[src/rtl/branch_cond_gen.sv]
// RV32 branch condition generator: combinational compare flags, func3 decode and registered result.
// Optional BRCOND_STATS_EN adds free-running branch/taken counters.
module branch_cond_gen #(
  parameter int unsigned XLEN = 32
) (
  input  logic            clk,
  input  logic            rst,
  input  logic [XLEN-1:0] rs1,
  input  logic [XLEN-1:0] rs2,
  input  logic [2:0]      func3,
  input  logic            br_valid,
  output logic            br_eq,
  output logic            br_lt,
  output logic            br_ltu,
  output logic            br_taken,
  output logic            br_illegal,
  output logic            taken_q,
  output logic            illegal_q,
  output logic            valid_q
`ifdef BRCOND_STATS_EN
  ,
  output logic [31:0]     br_count,
  output logic [31:0]     taken_count
`endif
);

  assign br_eq  = (rs1 == rs2);
  assign br_lt  = ($signed(rs1) < $signed(rs2));
  assign br_ltu = (rs1 < rs2);

  always_comb begin
    br_taken   = 1'b0;
    br_illegal = 1'b0;
    if (br_valid) begin
      case (func3)
        3'b000:  br_taken = br_eq;
        3'b001:  br_taken = ~br_eq;
        3'b100:  br_taken = br_lt;
        3'b101:  br_taken = ~br_lt;
        3'b110:  br_taken = br_ltu;
        3'b111:  br_taken = ~br_ltu;
        default: br_illegal = 1'b1;
      endcase
    end
  end

  logic taken_d, illegal_d, valid_d;

  always_comb begin
    taken_d   = br_taken;
    illegal_d = br_illegal;
    valid_d   = br_valid;
  end

  always_ff @(posedge clk) begin
    if (rst) begin
      taken_q   <= 1'b0;
      illegal_q <= 1'b0;
      valid_q   <= 1'b0;
    end else begin
      taken_q   <= taken_d;
      illegal_q <= illegal_d;
      valid_q   <= valid_d;
    end
  end

`ifdef BRCOND_STATS_EN
  logic [31:0] br_count_q, br_count_d;
  logic [31:0] taken_count_q, taken_count_d;

  // Only legal branches are counted; both counters wrap naturally.
  always_comb begin
    br_count_d    = br_count_q;
    taken_count_d = taken_count_q;
    if (br_valid && !br_illegal) begin
      br_count_d = br_count_q + 32'd1;
      if (br_taken) begin
        taken_count_d = taken_count_q + 32'd1;
      end
    end
  end

  always_ff @(posedge clk) begin
    if (rst) begin
      br_count_q    <= 32'd0;
      taken_count_q <= 32'd0;
    end else begin
      br_count_q    <= br_count_d;
      taken_count_q <= taken_count_d;
    end
  end

  assign br_count    = br_count_q;
  assign taken_count = taken_count_q;
`endif

endmodule

[config.mk]
export PLATFORM = sky130hd
export DESIGN_NAME = branch_cond_gen
export DESIGN_NICKNAME = d
export VERILOG_FILES = /design/src/rtl/branch_cond_gen.sv
export SDC_FILE = /design/constraint.sdc
export NUM_CORES = 1
export LEC_CHECK = 0
export CAP_MARGIN = 20
export CORE_MARGIN = 2
export CORE_UTILIZATION = 35
export CTS_BUF_LIST = sky130_fd_sc_hd__clkbuf_4 sky130_fd_sc_hd__clkbuf_8
export CTS_CLUSTER_DIAMETER = 100
export DETAILED_ROUTE_END_ITERATION = 6
export PLACE_DENSITY_LB_ADDON = 0.2
export REMOVE_ABC_BUFFERS = 1
export SYNTH_ARGS = -nofsm -noshare
export SYNTH_HDL_FRONTEND = slang
export SYNTH_SLANG_ARGS = --single-unit
[constraint.sdc]
create_clock -name clk -period 3.4 [get_ports clk]
set_clock_uncertainty 0.2 [all_clocks]
set_input_delay 0.68 -clock clk [delete_from_list [all_inputs] [get_ports clk]]
set_output_delay 0.68 -clock clk [all_outputs]
set_load 0.02 [all_outputs]
; ---- Word level (Yosys, flattened, before mapping)
; Cells that the tools add are included.
[totals]
ff_bits = 3
inputBits = 70
output_inout_bits = 8
wordCells = 20
[op_classes]
n_lt_le_gt_ge = 2
n_eq_ne = 6
mux = 4
n_bitwise = 3
reduce_logical = 2
[op_table]
columns = cell, n
row1 = $lt A32 B32 Y1, 2
row2 = $eq A32 B32 Y1, 1
row3 = $eq A3 B3 Y1 const B, 4
row4 = $pmux W1 S6, 1
row5 = $reduce_or A6 Y1, 1
row6 = $eq A3 B1 Y1 const B, 1
row7 = $logic_not A3 Y1, 1
row8 = $mux W1, 3
row9 = $not A1 Y1, 3

; ---- Depth between registers and ports, before layout
[logic_depth]
word_depth = 4
depth_mapped = 8
depth_no_buf = 8

; ---- Worst setup path after synthesis
; No wires, ideal clock.
[synth_timing]
path_type = input-to-output
start = input port rs2[11]
end = output port br_lt
t_arrival_ps = 2629
required_time_ps = 2520
setup_slack_ps = -109
stages = 8
n_path_buf = 0
path_cell_list = inv_1 -> ha_1 -> a21oi_1 -> o21a_1 -> nor2_1 -> o31ai_1 -> nor3b_1 -> xnor2_1
[synth_via]
elab_chain_len = 1
[synth_lines]
columns = element, line_no
row1 = from (decl), 9  ; input logic [XLEN-1:0] rs2,
row2 = $lt A32 B32 Y1, 28  ; assign br_lt = ($signed(rs1) < $signed(rs2));
row3 = to (decl), 13  ; output logic br_lt,
; Every way passes these cells.

; ---- Final worst setup path
[layout_timing]
start = input port rs2[23]
end = output port br_taken
[layout_via]
elab_chain_len = 4
word_cells_on_any_way = 8
classes_between = order compare (2) / eq/ne (1) / mux (2) / bitwise (3)
[layout_lines]
columns = element, line_no
row1 = $lt A32 B32 Y1 (tied with other cells), 29  ; assign br_ltu = (rs1 < rs2);
row2 = $not A1 Y1 (on tied branches), "41, 37, 39"
row3 = $pmux W1 S6 *, 35  ; case (func3)
row4 = $mux W1 *, 34  ; if (br_valid) begin
row5 = to (decl), 15  ; output logic br_taken,
; Mark *: on every way between the ends. The rest lies on a longest branch, timed or not.

==> impl_metrics.json <==
{
  "fin_util": 0.840,
  "place_area_mm2": 0.00191,
  "synth.distinct_cells": 29,
  "crit_arrival_ps": 2580,
  "netlist_area_mm2": 0.00104,
  "p_leak_nw": 1.11,
  "syn_to_final_growth_pct": 126,
  "cpPeakStageDelay_ps": 280,
  "drv_cap": 0,
  "rows": 19,
  "post-route-drc-count": 0,
  "dieArea_mm2": 0.00341,
  "drv_slew": 0,
  "crit_family": "simple AND/OR/NAND/NOR gates",
  "tightest_slew_ps": 324,
  "synth.top_cell.area_share": 0.386,
  "synth_edf_count": 0,
  "slowest_stage": "o32a_1",
  "cp-start-kind": "input pin",
  "grt_pass1_wl_um": 6640,
  "cellPowerDensity_mw_per_mm2": 167,
  "crit_type": "in2out",
  "cp_cell_sequence": "buf_6 > inv_2 > ha_4 > nand4_1 > buf_4 > nor4_4 > nand3_1 > xor2_1 > o32a_1 > o211ai_1 > buf_4",
  "cts_sinks": 3,
  "peakVddDrop_v": 0.000219,
  "first_iter_violations": 32,
  "clk_pin_slew_ps": 40,
  "grt-busiest-layer": "met2",
  "synth-warning-count": 0,
  "synth_largest_area_cell": "ha_1",
  "ys_ff_latch": 3,
  "rsz0062_at_grt": "yes",
  "cts.root.buffer_cell": "clkbuf_4",
  "die_y_um": 58.4,
  "ios": 78,
  "power_mw": 0.390,
  "grt_pass1_vias": 1612,
  "num_vias": 1444,
  "cts_tree": "done",
  "routed_wl_um": 4130,
  "cp.required_ps": 2520,
  "finalSetupViolCount": 2,
  "dominantRegCellSynth": "dfxtp_1",
  "hold_class": "in2reg",
  "holdWs_ps": 865,
  "yosysMostFrequentCell": "inv_1",
  "cts_inserted_buffers": 3,
  "grt_use_met1": 0.252,
  "postCtsHoldBufs": 0,
  "firstDrtPassIters": 4,
  "antenna_left": 0,
  "io_buffers": 77,
  "fin_crit_ps": 3460,
  "syn_inst": 142,
  "synth-async-reset-ratio": 0,
  "critPathCaptureType": "output pin",
  "drive_gt1_frac": 0.533,
  "cts_max_level": 1,
  "clock_path_buffers": 2,
  "grt_max_degree": 7,
  "final_nets": 347,
  "hold_viol": 0,
  "antenna_found_initial": 0,
  "synthTopCellsByArea": "ha_1 39%, inv_1 12%, a21oi_1 7.2%",
  "vias_per_cell": 5.25,
  "diodes": 0,
  "dpl.hpwl_um": 2810,
  "ys_top_cells_by_count": "34 x inv_1, 32 x ha_1, 15 x a21oi_1",
  "critPathMaxFanout": 3,
  "coreArea_mm2": 0.00278,
  "finalWeightedCongestion": 0.767,
  "chipWidth_um": 58.4,
  "seq_area_frac_synth": 0.0580,
  "postLayoutCellArea_mm2": 0.00234,
  "status": "finished with violations",
  "fmax_mhz": 289,
  "violations": "setup timing",
  "grtUsageTotal": 0.242,
  "initial_utilization": 0.372,
  "cp_common_cell": "buf_4",
  "gr-total-overflow": 0,
  "synth.avg_cell_area_um2": 7.30,
  "setup_ws_ps": -56.4,
  "path_buf_inv": 4,
  "grt_use_met2": 0.507,
  "met3_usage": 0.0198,
  "slew_headroom": 0.782,
  "wl_per_cell_um": 15.0,
  "period_share": 1.02
}
## routing by layer
metal | part of all wire | routed length (um)
met1 | 0.36 | 1480
met2 | 0.57 | 2350
met3 | 0.052 | 214
met4 | 0.020 | 83
met5 | 0 | 0
## cell usage in the layout, fill, tap and decap left out, types with 7 or more instances in the layout
cell type	Yosys	layout
clkdlybuf4s50_1	0	13
buf_6	0	10
clkdlybuf4s15_1	0	7
nand2_1	8	7
a21oi_1	15	10
buf_2	0	23
ha_4	0	25
inv_1	34	9
nand3_1	8	8
inv_2	0	24
dlygate4sd2_1	0	21
buf_4	0	23
## registers in the layout, indices dropped and copies added (netlist names)
register and cells:
illegal_q 1, taken_q 1, valid_q 1
## worst paths after layout
path | startpoint | endpoint | slack, ps | cells past startpoint
setup / recovery | rs2[23] | br_taken | -60 | 11
hold / removal | rst | valid_q | 870 | 2
## power by group
part | internal (mW) | switching (mW) | total (mW)
clock network | 0.0518 | 0.0163 | 0.0681
registers | 0.0371 | 0.000533 | 0.0377
logic | 0.155 | 0.129 | 0.284
## kinds of logic (layout without fill, tap and decap cells)
| logic type | count (synthesis) | count (layout) | synth area share |
|---|---|---|---|
| xor gates and xnor gates | 4 | 4 | 0.0338 |
| and+or+nand+nor | 40 | 40 | 0.228 |
| buffers and inverters | 34 | 136 | 0.123 |
| AOI/OAI and AO/OA | 29 | 29 | 0.170 |
| adders and majority gates | 32 | 32 | 0.386 |
| DFF | 3 | 3 | 0.0580 |
## repair_timing
item                                    4_1_cts  5_1_grt
resized for setup                           240       11
endpoints found under the setup margin        4        4
pin swaps                                    51       10
buffers inserted                             11        2
## per-stage QoR
| stage | setup WS [ps] | std cells | TNS (ps) |
|---|---|---|---|
| floorplan | -109 | 142 | -109 |
| global placement | -850 | 258 | -2670 |
| detailed placement | -978 | 258 | -3030 |
| CTS | -14.6 | 273 | -14.6 |
| global route | -148 | 275 | -215 |
| finish | -56.4 | 275 | -68.8 |
## cell type report
class	instances	area, um^2
Inverter	34	130
Tap cell	31	38.8
Clock buffer	4	30.0
Sequential cell	3	60.1
Multi-Input combinational cell	105	1280
Timing Repair Buffer	98	797
Fill cell	159	444
(Power assumes the default switching activity.)
